--- src/rtl/alu_pkg.sv ---
// -----------------------------------------------------------------------------
// alu_pkg
// Shared definitions for the EX-stage ALU: datapath width and the 3-bit
// operation codes. The ALU control decoder and the ALU both import this
// package, so the encoding is defined in one place only.
// -----------------------------------------------------------------------------
package alu_pkg;

    localparam int WIDTH = 32;

    typedef logic [2:0] alu_ctrl_t;

    localparam alu_ctrl_t ALU_AND  = 3'd0;
    localparam alu_ctrl_t ALU_OR   = 3'd1;
    localparam alu_ctrl_t ALU_ADD  = 3'd2;  // signed add, reports overflow
    localparam alu_ctrl_t ALU_SLT  = 3'd3;
    localparam alu_ctrl_t ALU_ADDU = 3'd4;  // unsigned add, never reports overflow
    localparam alu_ctrl_t ALU_SLL  = 3'd5;
    localparam alu_ctrl_t ALU_SUB  = 3'd6;  // also used by beq/bne via ze
    localparam alu_ctrl_t ALU_SLTU = 3'd7;

    // Operations that route through the adder in subtract mode.
    function automatic logic uses_subtract(alu_ctrl_t ctrl);
        return (ctrl == ALU_SUB) || (ctrl == ALU_SLT) || (ctrl == ALU_SLTU);
    endfunction

endpackage

--- src/rtl/alu_if.sv ---
// -----------------------------------------------------------------------------
// alu_if
// Operand/result bundle between the EX-stage operand muxes and the ALU.
//   ctrl       operation select (alu_pkg codes)
//   A, B       operands (rs, rt or extended immediate)
//   shamt      shift amount for SLL
//   R          result
//   cout       carry out of bit 31 (ADD/ADDU/SUB only)
//   ovf        signed overflow (ADD/SUB only)
//   ze         R == 0
//   ovf_sticky latched overflow status
// master: the pipeline side that drives operands; slave: the ALU.
// -----------------------------------------------------------------------------
interface alu_if;
    import alu_pkg::*;

    alu_ctrl_t          ctrl;
    logic [WIDTH-1:0]   A;
    logic [WIDTH-1:0]   B;
    logic [4:0]         shamt;
    logic [WIDTH-1:0]   R;
    logic               cout;
    logic               ovf;
    logic               ze;
    logic               ovf_sticky;

    modport master (
        output ctrl, A, B, shamt,
        input  R, cout, ovf, ze, ovf_sticky
    );

    modport slave (
        input  ctrl, A, B, shamt,
        output R, cout, ovf, ze, ovf_sticky
    );
endinterface

--- src/rtl/alu_addsub.sv ---
// -----------------------------------------------------------------------------
// alu_addsub
// WIDTH-bit adder with a subtract control. With sub = 1 it computes
// a + ~b + 1, so cout = 1 means "no borrow" (a >= b unsigned).
//   a, b   operands
//   sub    1 selects a - b
//   sum    result modulo 2^WIDTH
//   cout   carry out of the MSB
//   ovf    signed overflow of the operation actually performed
// -----------------------------------------------------------------------------
module alu_addsub
    import alu_pkg::*;
(
    input  logic [WIDTH-1:0] a,
    input  logic [WIDTH-1:0] b,
    input  logic             sub,
    output logic [WIDTH-1:0] sum,
    output logic             cout,
    output logic             ovf
);

    logic [WIDTH-1:0] b_eff;

    assign b_eff         = sub ? ~b : b;
    assign {cout, sum}   = {1'b0, a} + {1'b0, b_eff} + {{WIDTH{1'b0}}, sub};

    // Overflow when both effective operands share a sign and the sum does not.
    // In subtract mode b_eff[MSB] = ~b[MSB], which gives the a/b sign-differ rule.
    assign ovf = (a[WIDTH-1] == b_eff[WIDTH-1]) && (sum[WIDTH-1] != a[WIDTH-1]);

endmodule

--- src/rtl/alu.sv ---
// -----------------------------------------------------------------------------
// alu
// 32-bit integer ALU for the EX stage of the MIPS-subset pipeline.
// R, cout, ovf and ze are purely combinational from ctrl/A/B/shamt.
//   clk   rising-edge clock, used only by the sticky-overflow register
//   rst   synchronous active-high reset for the sticky-overflow register
//   bus   alu_if.slave: operands in, result and flags out
// Build option: define ALU_STICKY_OVF_EN to get a sticky overflow register
// (set by ovf, cleared only by rst). Without it ovf_sticky is tied to 0 and
// clk/rst are unused.
// -----------------------------------------------------------------------------
module alu
    import alu_pkg::*;
(
    input  logic  clk,
    input  logic  rst,
    alu_if.slave  bus
);

    logic [WIDTH-1:0] as_sum;
    logic             as_cout;
    logic             as_ovf;
    logic             sub;

    logic [WIDTH-1:0] result;
    logic             cout_o;
    logic             ovf_o;
    logic             slt_bit;

    assign sub = uses_subtract(bus.ctrl);

    alu_addsub u_addsub (
        .a    (bus.A),
        .b    (bus.B),
        .sub  (sub),
        .sum  (as_sum),
        .cout (as_cout),
        .ovf  (as_ovf)
    );

    // Signed less-than that stays correct when A - B overflows:
    // differing signs decide by A's sign, otherwise the difference sign is exact.
    assign slt_bit = (bus.A[WIDTH-1] != bus.B[WIDTH-1]) ? bus.A[WIDTH-1]
                                                        : as_sum[WIDTH-1];

    always_comb begin
        // NOTE: every output of this block gets a default first, so no path
        // leaves a variable unassigned and no latch is inferred.
        result = '0;
        cout_o = 1'b0;
        ovf_o  = 1'b0;
        case (bus.ctrl)
            ALU_AND:  result = bus.A & bus.B;
            ALU_OR:   result = bus.A | bus.B;
            ALU_ADD: begin
                result = as_sum;
                cout_o = as_cout;
                ovf_o  = as_ovf;
            end
            ALU_SLT:  result = {{(WIDTH-1){1'b0}}, slt_bit};
            ALU_ADDU: begin
                result = as_sum;
                cout_o = as_cout;
            end
            ALU_SLL:  result = bus.B << bus.shamt;
            ALU_SUB: begin
                result = as_sum;
                cout_o = as_cout;
                ovf_o  = as_ovf;
            end
            ALU_SLTU: result = {{(WIDTH-1){1'b0}}, ~as_cout};
            default:  result = '0;
        endcase
    end

    assign bus.R    = result;
    assign bus.cout = cout_o;
    assign bus.ovf  = ovf_o;
    assign bus.ze   = ~|result;

`ifdef ALU_STICKY_OVF_EN
    logic ovf_sticky_q;

    // NOTE: sequential state is written with non-blocking assignments so every
    // flop samples pre-edge values regardless of process ordering.
    always_ff @(posedge clk) begin
        if (rst) begin
            ovf_sticky_q <= 1'b0;   // rst wins over a simultaneous overflow
        end else if (ovf_o) begin
            ovf_sticky_q <= 1'b1;
        end
    end

    assign bus.ovf_sticky = ovf_sticky_q;
`else
    // Register not built; clk/rst stay on the port list for a uniform pinout.
    logic unused_clk_rst;
    assign unused_clk_rst = clk ^ rst;
    assign bus.ovf_sticky = 1'b0;
`endif

endmodule

--- src/flat_wrapper.sv ---
// flat-port wrapper written by rule: the top's interface ports become plain ports
module alu_flat import alu_pkg::*;
  (clk, rst, bus_ctrl, bus_A, bus_B, bus_shamt, bus_R, bus_cout, bus_ovf, bus_ze, bus_ovf_sticky);
  alu_if bus_i ();
  input  logic clk;
  input  logic rst;
  input wire logic [$bits(bus_i.ctrl)-1:0] bus_ctrl;
  input wire logic [$bits(bus_i.A)-1:0] bus_A;
  input wire logic [$bits(bus_i.B)-1:0] bus_B;
  input wire logic [$bits(bus_i.shamt)-1:0] bus_shamt;
  output wire logic [$bits(bus_i.R)-1:0] bus_R;
  output wire logic [$bits(bus_i.cout)-1:0] bus_cout;
  output wire logic [$bits(bus_i.ovf)-1:0] bus_ovf;
  output wire logic [$bits(bus_i.ze)-1:0] bus_ze;
  output wire logic [$bits(bus_i.ovf_sticky)-1:0] bus_ovf_sticky;
  assign bus_i.ctrl = bus_ctrl;
  assign bus_i.A = bus_A;
  assign bus_i.B = bus_B;
  assign bus_i.shamt = bus_shamt;
  assign bus_R = bus_i.R;
  assign bus_cout = bus_i.cout;
  assign bus_ovf = bus_i.ovf;
  assign bus_ze = bus_i.ze;
  assign bus_ovf_sticky = bus_i.ovf_sticky;
  alu u_core (.clk(clk), .rst(rst), .bus(bus_i));
endmodule
--- config.mk ---
export PLATFORM = sky130hd
export DESIGN_NAME = alu_flat
export DESIGN_NICKNAME = d
export VERILOG_FILES = /design/src/rtl/alu_pkg.sv /design/src/rtl/alu_if.sv /design/src/rtl/alu_addsub.sv /design/src/rtl/alu.sv /design/src/flat_wrapper.sv
export SDC_FILE = /design/constraint.sdc
export NUM_CORES = 1
export LEC_CHECK = 0
export BUFFER_PORTS_ARGS = -buffer_cell sky130_fd_sc_hd__buf_2
export CAP_MARGIN = 10
export CORE_ASPECT_RATIO = 1.5
export CORE_MARGIN = 2
export CORE_UTILIZATION = 64
export DETAILED_ROUTE_END_ITERATION = 10
export GPL_TIMING_DRIVEN = 0
export PLACE_DENSITY = 0.88
export SLEW_MARGIN = 10
export SYNTH_ARGS = -nofsm -noshare
export SYNTH_HDL_FRONTEND = slang
export SYNTH_SLANG_ARGS = --single-unit
--- constraint.sdc ---
create_clock -name vclk -period 10.1
set_input_delay 0.505 -clock vclk [all_inputs]
set_output_delay 0.505 -clock vclk [all_outputs]
set_load 0.02 [all_outputs]
==> results.cfg, run 1 <==
[setup_path]
crit_path_top_delay_cell = sky130_fd_sc_hd__a221oi_1
worst_ep_required_time_ns = 9.60
worst_path_most_repeated_cell = sky130_fd_sc_hd__clkbuf_1
crit_arrival_ns = 7.24
worstSetupStartpointType = primary input
worstSetupPathType = primary input to primary output
worst-path-max-fanout = 10
timing.critical_path.to_type = primary output
crit_path_cell_trace = buf_2 -> clkbuf_1 -> clkbuf_1 -> clkbuf_1 -> buf_1 -> o21ai_1 -> clkbuf_1 -> xnor2_1 -> ha_1 -> a31o_1 -> a221oi_1 -> o311a_1 -> a311oi_2 -> or4b_1 -> nand3_1 -> o2111ai_1 -> nor4_1 -> nand4_1 -> nor3_2 -> buf_2
cp_slowest_stage_delay_ns = 0.74

[global_route]
maximum_number_of_pins_on_one_net_before_global_route_repair = 11
grt_first_pass_wirelength_mm = 38.0
grt_pass1_vias = 7028
grt.overflow.total = 0
track_usage_pct = 53.9
antenna_found_initial = 0

[sta]
worst_pin_slew_ns = 1.15
setup_viol_count_final = 0
final.setup.tns_ns = 0
finalMaxSlewViolations = 0
unrepaired_setup_endpoints_after_global_routing = false
timing.fmax_mhz = 129
fin_crit_ns = 7.75
max-slew-margin-rel_pct = 22.7
final_min_period_over_clock_period_pct = 76.7
hold_viol_final = 0

[synth]
syn_avg_cell_area_um2 = 7.08
synth.lib_cells_used.distinct = 81
post-synth-top-area-fraction_pct = 11.3
cell_types_occupying_the_most_area_after_synthesis = sky130_fd_sc_hd__mux4_2, sky130_fd_sc_hd__ha_1, sky130_fd_sc_hd__a21oi_1, sky130_fd_sc_hd__xnor2_1, sky130_fd_sc_hd__mux2i_1
postSynthCellCount = 763
postSynthNetCount = 874
yosysSeqAreaShare_pct = 0
synth.cell_area_mm2 = 0.00540
synth-warning-count = 0
synth_top_area_cell = sky130_fd_sc_hd__mux4_2

[power]
pwr-share-clk_pct = 0
vdd.ir_drop.worst_mv = 0.0760
p_seq_share_pct = 0
power_report.internal_total_uw = 191
leakage_nw = 2.48
power_frac_comb_pct = 100.0
p_sw_share_pct = 64.0
total_power_density_per_cell_area_mw_per_mm2 = 88.6
p_sw_uw = 339

[route]
routed-via-count = 7474
drt_pass1_iterations = 11
route.detailed.drc = 72
drt_first_iter_violations = 1192
post_drt_wl_per_cell_um = 26.2
detail_route.vias_per_cell = 7.79
finalWirelength_mm = 25.2
ant_nets = 0

[layout]
nFlopsAndLatches = 0
nNetsFinal = 966
layout.cells.non_filler = 960
drive_gt1_share_pct = 19.7
ff_latch_area_um2 = 0
antennaDiodeCount = 0
nClkBuffers = 0
syn2layout_area_growth_pct = 10.8

[floorplan]
io_count = 110
die-area_mm2 = 0.00920
die_h_um = 116
start_util_pct = 65.0
die_w_um = 79.0
floorplan.core_area_mm2 = 0.00831
core.rowCount = 41

[clock_tree]
cts_resized = 0
cts_hold_repair.buffers = 0
post-cts-setup-buffers = 0

[place]
routabilityCongestion = 1.12
port_buffers = 90
hpwl_dp_mm = 20.0
placed_cells = 960

[worst_hold_path]
timing.hold.worst.class = primary input to primary output

[outcome]
violations = design-rule violations
status = complete, but fails checks

[flow_run]
drv.max_cap_violation_count = 0
-- Yosys cell counts (all sizes together), types with 8 or more instances --
cell,n
mux4,27
mux2i,35
nor3,13
o21a,8
mux2,12
xnor2,44
buf,34
a21oi,87
a211oi,12
o21ai,52
a21o,12
nand4,14
o22ai,11
clkbuf,44
nand2,62
nor2,53
a31oi,13
inv,22
nand3,20
ha,36
-- power by group through the flow --
stage / Sequential, mW / Clock [mW] / Combinational (mW)
floorplan: 0 / 0 / 0.350
global placement: 0 / 0 / 0.490
detailed placement: 0 / 0 / 0.500
CTS: 0 / 0 / 0.502
global route: 0 / 0 / 0.556
finish: 0 / 0 / 0.530
-- stage by stage --
stage	hold WS (ns)	setup WS, ns	power, mW	instance area (um2)	utilization [%]
finish	1.44	2.35	0.530	5980	72.0
global route	1.45	2.34	0.556	5980	72.0
global placement	1.43	2.86	0.490	5980	72.0
CTS	1.43	2.82	0.502	5980	72.0
floorplan	1.19	4.44	0.350	5400	-
detailed placement	1.42	2.83	0.500	5980	72.0
-- final timing paths --
kind,startpoint,to,cells after the start
worst max-delay path,bus_ctrl[0],bus_ze,20
worst min-delay path,bus_A[30],bus_R[30],4
-- kinds of logic (layout without fill, tap and decap cells) --
group                    Yosys count  in the layout  share of synthesized area [%]
AND/OR/NAND/NOR                  221            221                           20.4
buffers and inverters            100            190                           8.20
adder cells (fa/ha/maj)           43             43                           9.83
other                              1              1                         0.0695
AO/OA/AOI/OAI                    273            273                           33.0
multiplexers                      74             74                           20.3
XOR/XNOR                          51             51                           8.27
-- area by class of cell --
cell class                      count  area [um2]
Timing Repair Buffer               90         450
Multi-Input combinational cell    663        4960
Tap cell                          107         134
Buffer                             78         360
Inverter                           22        82.6
Fill cell                         753        2330
-- worst max-delay path, delay by kind of cell --
family	cells	cell delay, ns
buf+inv	7	2.76
simple gates	5	1.49
xor+xnor	1	0.36
compound gates	6	1.81
fa+ha+maj	1	0.29
-- cell usage in the layout, fill, tap and decap left out, types with 21 or more instances in the layout --
| master | synthesis | final |
|---|---|---|
| sky130_fd_sc_hd__buf_2 | 19 | 109 |
| sky130_fd_sc_hd__a21oi_1 | 87 | 87 |
| sky130_fd_sc_hd__nand2_1 | 62 | 62 |
| sky130_fd_sc_hd__nor2_1 | 53 | 53 |
| sky130_fd_sc_hd__xnor2_1 | 44 | 44 |
| sky130_fd_sc_hd__o21ai_0 | 43 | 43 |
| sky130_fd_sc_hd__clkbuf_1 | 39 | 39 |
| sky130_fd_sc_hd__ha_1 | 36 | 36 |
| sky130_fd_sc_hd__mux2i_1 | 35 | 35 |
| sky130_fd_sc_hd__mux4_2 | 27 | 27 |
| sky130_fd_sc_hd__inv_1 | 21 | 21 |
-- per-layer routing --
layer  up-vias  GRT usage, %  wire, um
met5         -             0         0
met4         0          49.1      3130
met3       293          13.9      3140
met2       733          84.2     10800
met1      3342          59.6      8090
li1       3106             -         -
Note: power is estimated with default switching activity, not from simulation.
==> run 2: changes to the inputs <==
CORE_UTILIZATION = 53   (was 64)
PLACE_DENSITY = 0.78   (was 0.88)
clock period = 6.8 ns   (was 10.1 ns; I/O delays follow)
==> run 2 against run 1 <==
  * The flow now finishes without violations
  * Non-clock buffer count down 1
  * Die area up 20%
  * Via count down 4.7%
  * Hold slack worse by 0.33 ns
  * Largest cell class unchanged
  * Largest power group unchanged
==> results.cfg, run 2 (synthesized netlist as in run 1, its figures left out) <==
[setup_path]
crit_path_cell_trace = buf_2 -> clkbuf_1 -> clkbuf_2 -> buf_1 -> o21ai_1 -> clkbuf_1 -> xnor2_1 -> ha_1 -> a31o_1 -> a221oi_2 -> o311a_1 -> a311oi_2 -> or4b_1 -> nand3_1 -> o2111ai_1 -> nor4_1 -> nand4_1 -> nor3_2 -> buf_2
crit_path_top_delay_cell = sky130_fd_sc_hd__a221oi_2
path_delay_family = buffers and inverters
timing.critical_path.to_type = primary output
worst_ep_required_time_ns = 6.46
worstSetupPathType = primary input to primary output
path_buf_inv = 6
worst-path-max-fanout = 19
worstSetupStartpointType = primary input
cp_slowest_stage_delay_ns = 0.54
crit_arrival_ns = 6.40

[sta]
max-slew-margin-rel_pct = 33.9
fin_crit_ns = 6.74
setup_viol_count_final = 0
worst_pin_slew_ns = 0.988
unrepaired_setup_endpoints_after_global_routing = false
final_min_period_over_clock_period_pct = 99.1
timing.fmax_mhz = 148
finalMaxSlewViolations = 0
final.setup.tns_ns = 0
hold_viol_final = 0

[global_route]
grt_first_pass_wirelength_mm = 37.7
grt_pass1_vias = 6397
track_usage_pct = 45.1
antenna_found_initial = 0
grt.overflow.total = 0
maximum_number_of_pins_on_one_net_before_global_route_repair = 20

[route]
ant_nets = 0
routed-via-count = 7119
post_drt_wl_per_cell_um = 26.8
finalWirelength_mm = 26.0
detail_route.vias_per_cell = 7.35
drt_pass1_iterations = 6
drt_first_iter_violations = 868
route.detailed.drc = 0

[layout]
drive_gt1_share_pct = 20.1
ff_latch_area_um2 = 0
syn2layout_area_growth_pct = 11.2
nNetsFinal = 965
nFillCells = 1040
nFlopsAndLatches = 0
nClkBuffers = 0
layout.core_utilization_pct = 59.9
antennaDiodeCount = 0
most_common_cell_after_layout_fill_and_taps_aside = sky130_fd_sc_hd__buf_2
most-common-layout-cells = sky130_fd_sc_hd__buf_2, sky130_fd_sc_hd__a21oi_1, sky130_fd_sc_hd__nand2_1
multi_input_combinational_cell_area_mm2 = 0.00497

[power]
p_sw_uw = 502
total_power_density_per_cell_area_mw_per_mm2 = 131
finalPower_uw = 785
power_report.internal_total_uw = 283
pwr-share-clk_pct = 0
p_sw_share_pct = 63.9
p_seq_share_pct = 0
vdd.ir_drop.worst_mv = 0.0970
leakage_nw = 2.48
power_frac_comb_pct = 100.0

[place]
hpwl_dp_mm = 21.0
routabilityCongestion = 1.05
port_buffers = 90

[flow_run]
drv.max_cap_violation_count = 0

[floorplan]
core.rowCount = 45
io_count = 110
die_w_um = 86.4
start_util_pct = 53.9
die-area_mm2 = 0.0110
die_h_um = 128
floorplan.core_area_mm2 = 0.0100

[clock_tree]
post-cts-setup-buffers = 0

[outcome]
status = completed

[worst_hold_path]
timing.hold.worst.class = primary input to primary output
## run 2: cell count changes in the layout (fill, tap and decap cells not counted)
cell	before	now
sky130_fd_sc_hd__clkbuf_1	39	37
sky130_fd_sc_hd__a211oi_1	11	10
sky130_fd_sc_hd__a211oi_2	1	2
sky130_fd_sc_hd__a221oi_1	5	4
sky130_fd_sc_hd__a221oi_2	1	2
sky130_fd_sc_hd__clkbuf_2	5	6
## run 2: worst min-delay path: cells and delay by family
kind,cells,cell delay (ns)
AND/OR/NAND/NOR,1,0.06
AO/OA/AOI/OAI,1,0.08
buffers and inverters,2,0.28
## run 2: path summary, 6_finish.rpt
path | from | cells after the start | slack, ns | endpoint
min | bus_A[30] | 4 | 1.10 | bus_R[30]
max | bus_ctrl[0] | 19 | 0.06 | bus_ze
## run 2: power by group through the flow
stage / combinational, mW / clock (mW) / sequential [mW]
3_3_place_gp: 0.747 / 0 / 0
5_1_grt: 0.825 / 0 / 0
4_1_cts: 0.752 / 0 / 0
3_5_place_dp: 0.748 / 0 / 0
6_report: 0.785 / 0 / 0
2_1_floorplan: 0.519 / 0 / 0
## run 2: area by class of cell
type,instances,area share (%)
multi-input combinational,663,82.7
timing repair buffer,90,7.50
buffer,77,5.96
tap,117,2.44
inverter,22,1.38
## run 2: repair_timing
action	CTS	global route
pin swaps	0	0
resized for setup	2	1
hold buffers	0	0
setup endpoints to repair	1	1
## run 2: metal layers
layer  share of wire [%]  global-route usage, %
met5                   0                      0
met4                 8.5                   25.3
met3                  10                   6.20
met2                  46                   76.1
met1                  35                   54.1
## run 2: metrics by stage
stage	hold WS, ns	cells	setup slack (ns)	instance area [um2]
6_report	1.10	969	0.0591	6000
3_3_place_gp	1.09	970	-0.474	6000
5_1_grt	1.11	969	0.00127	6000
3_5_place_dp	1.10	970	-0.467	6000
2_1_floorplan	0.865	763	1.47	5400
4_1_cts	1.10	969	0.352	6000
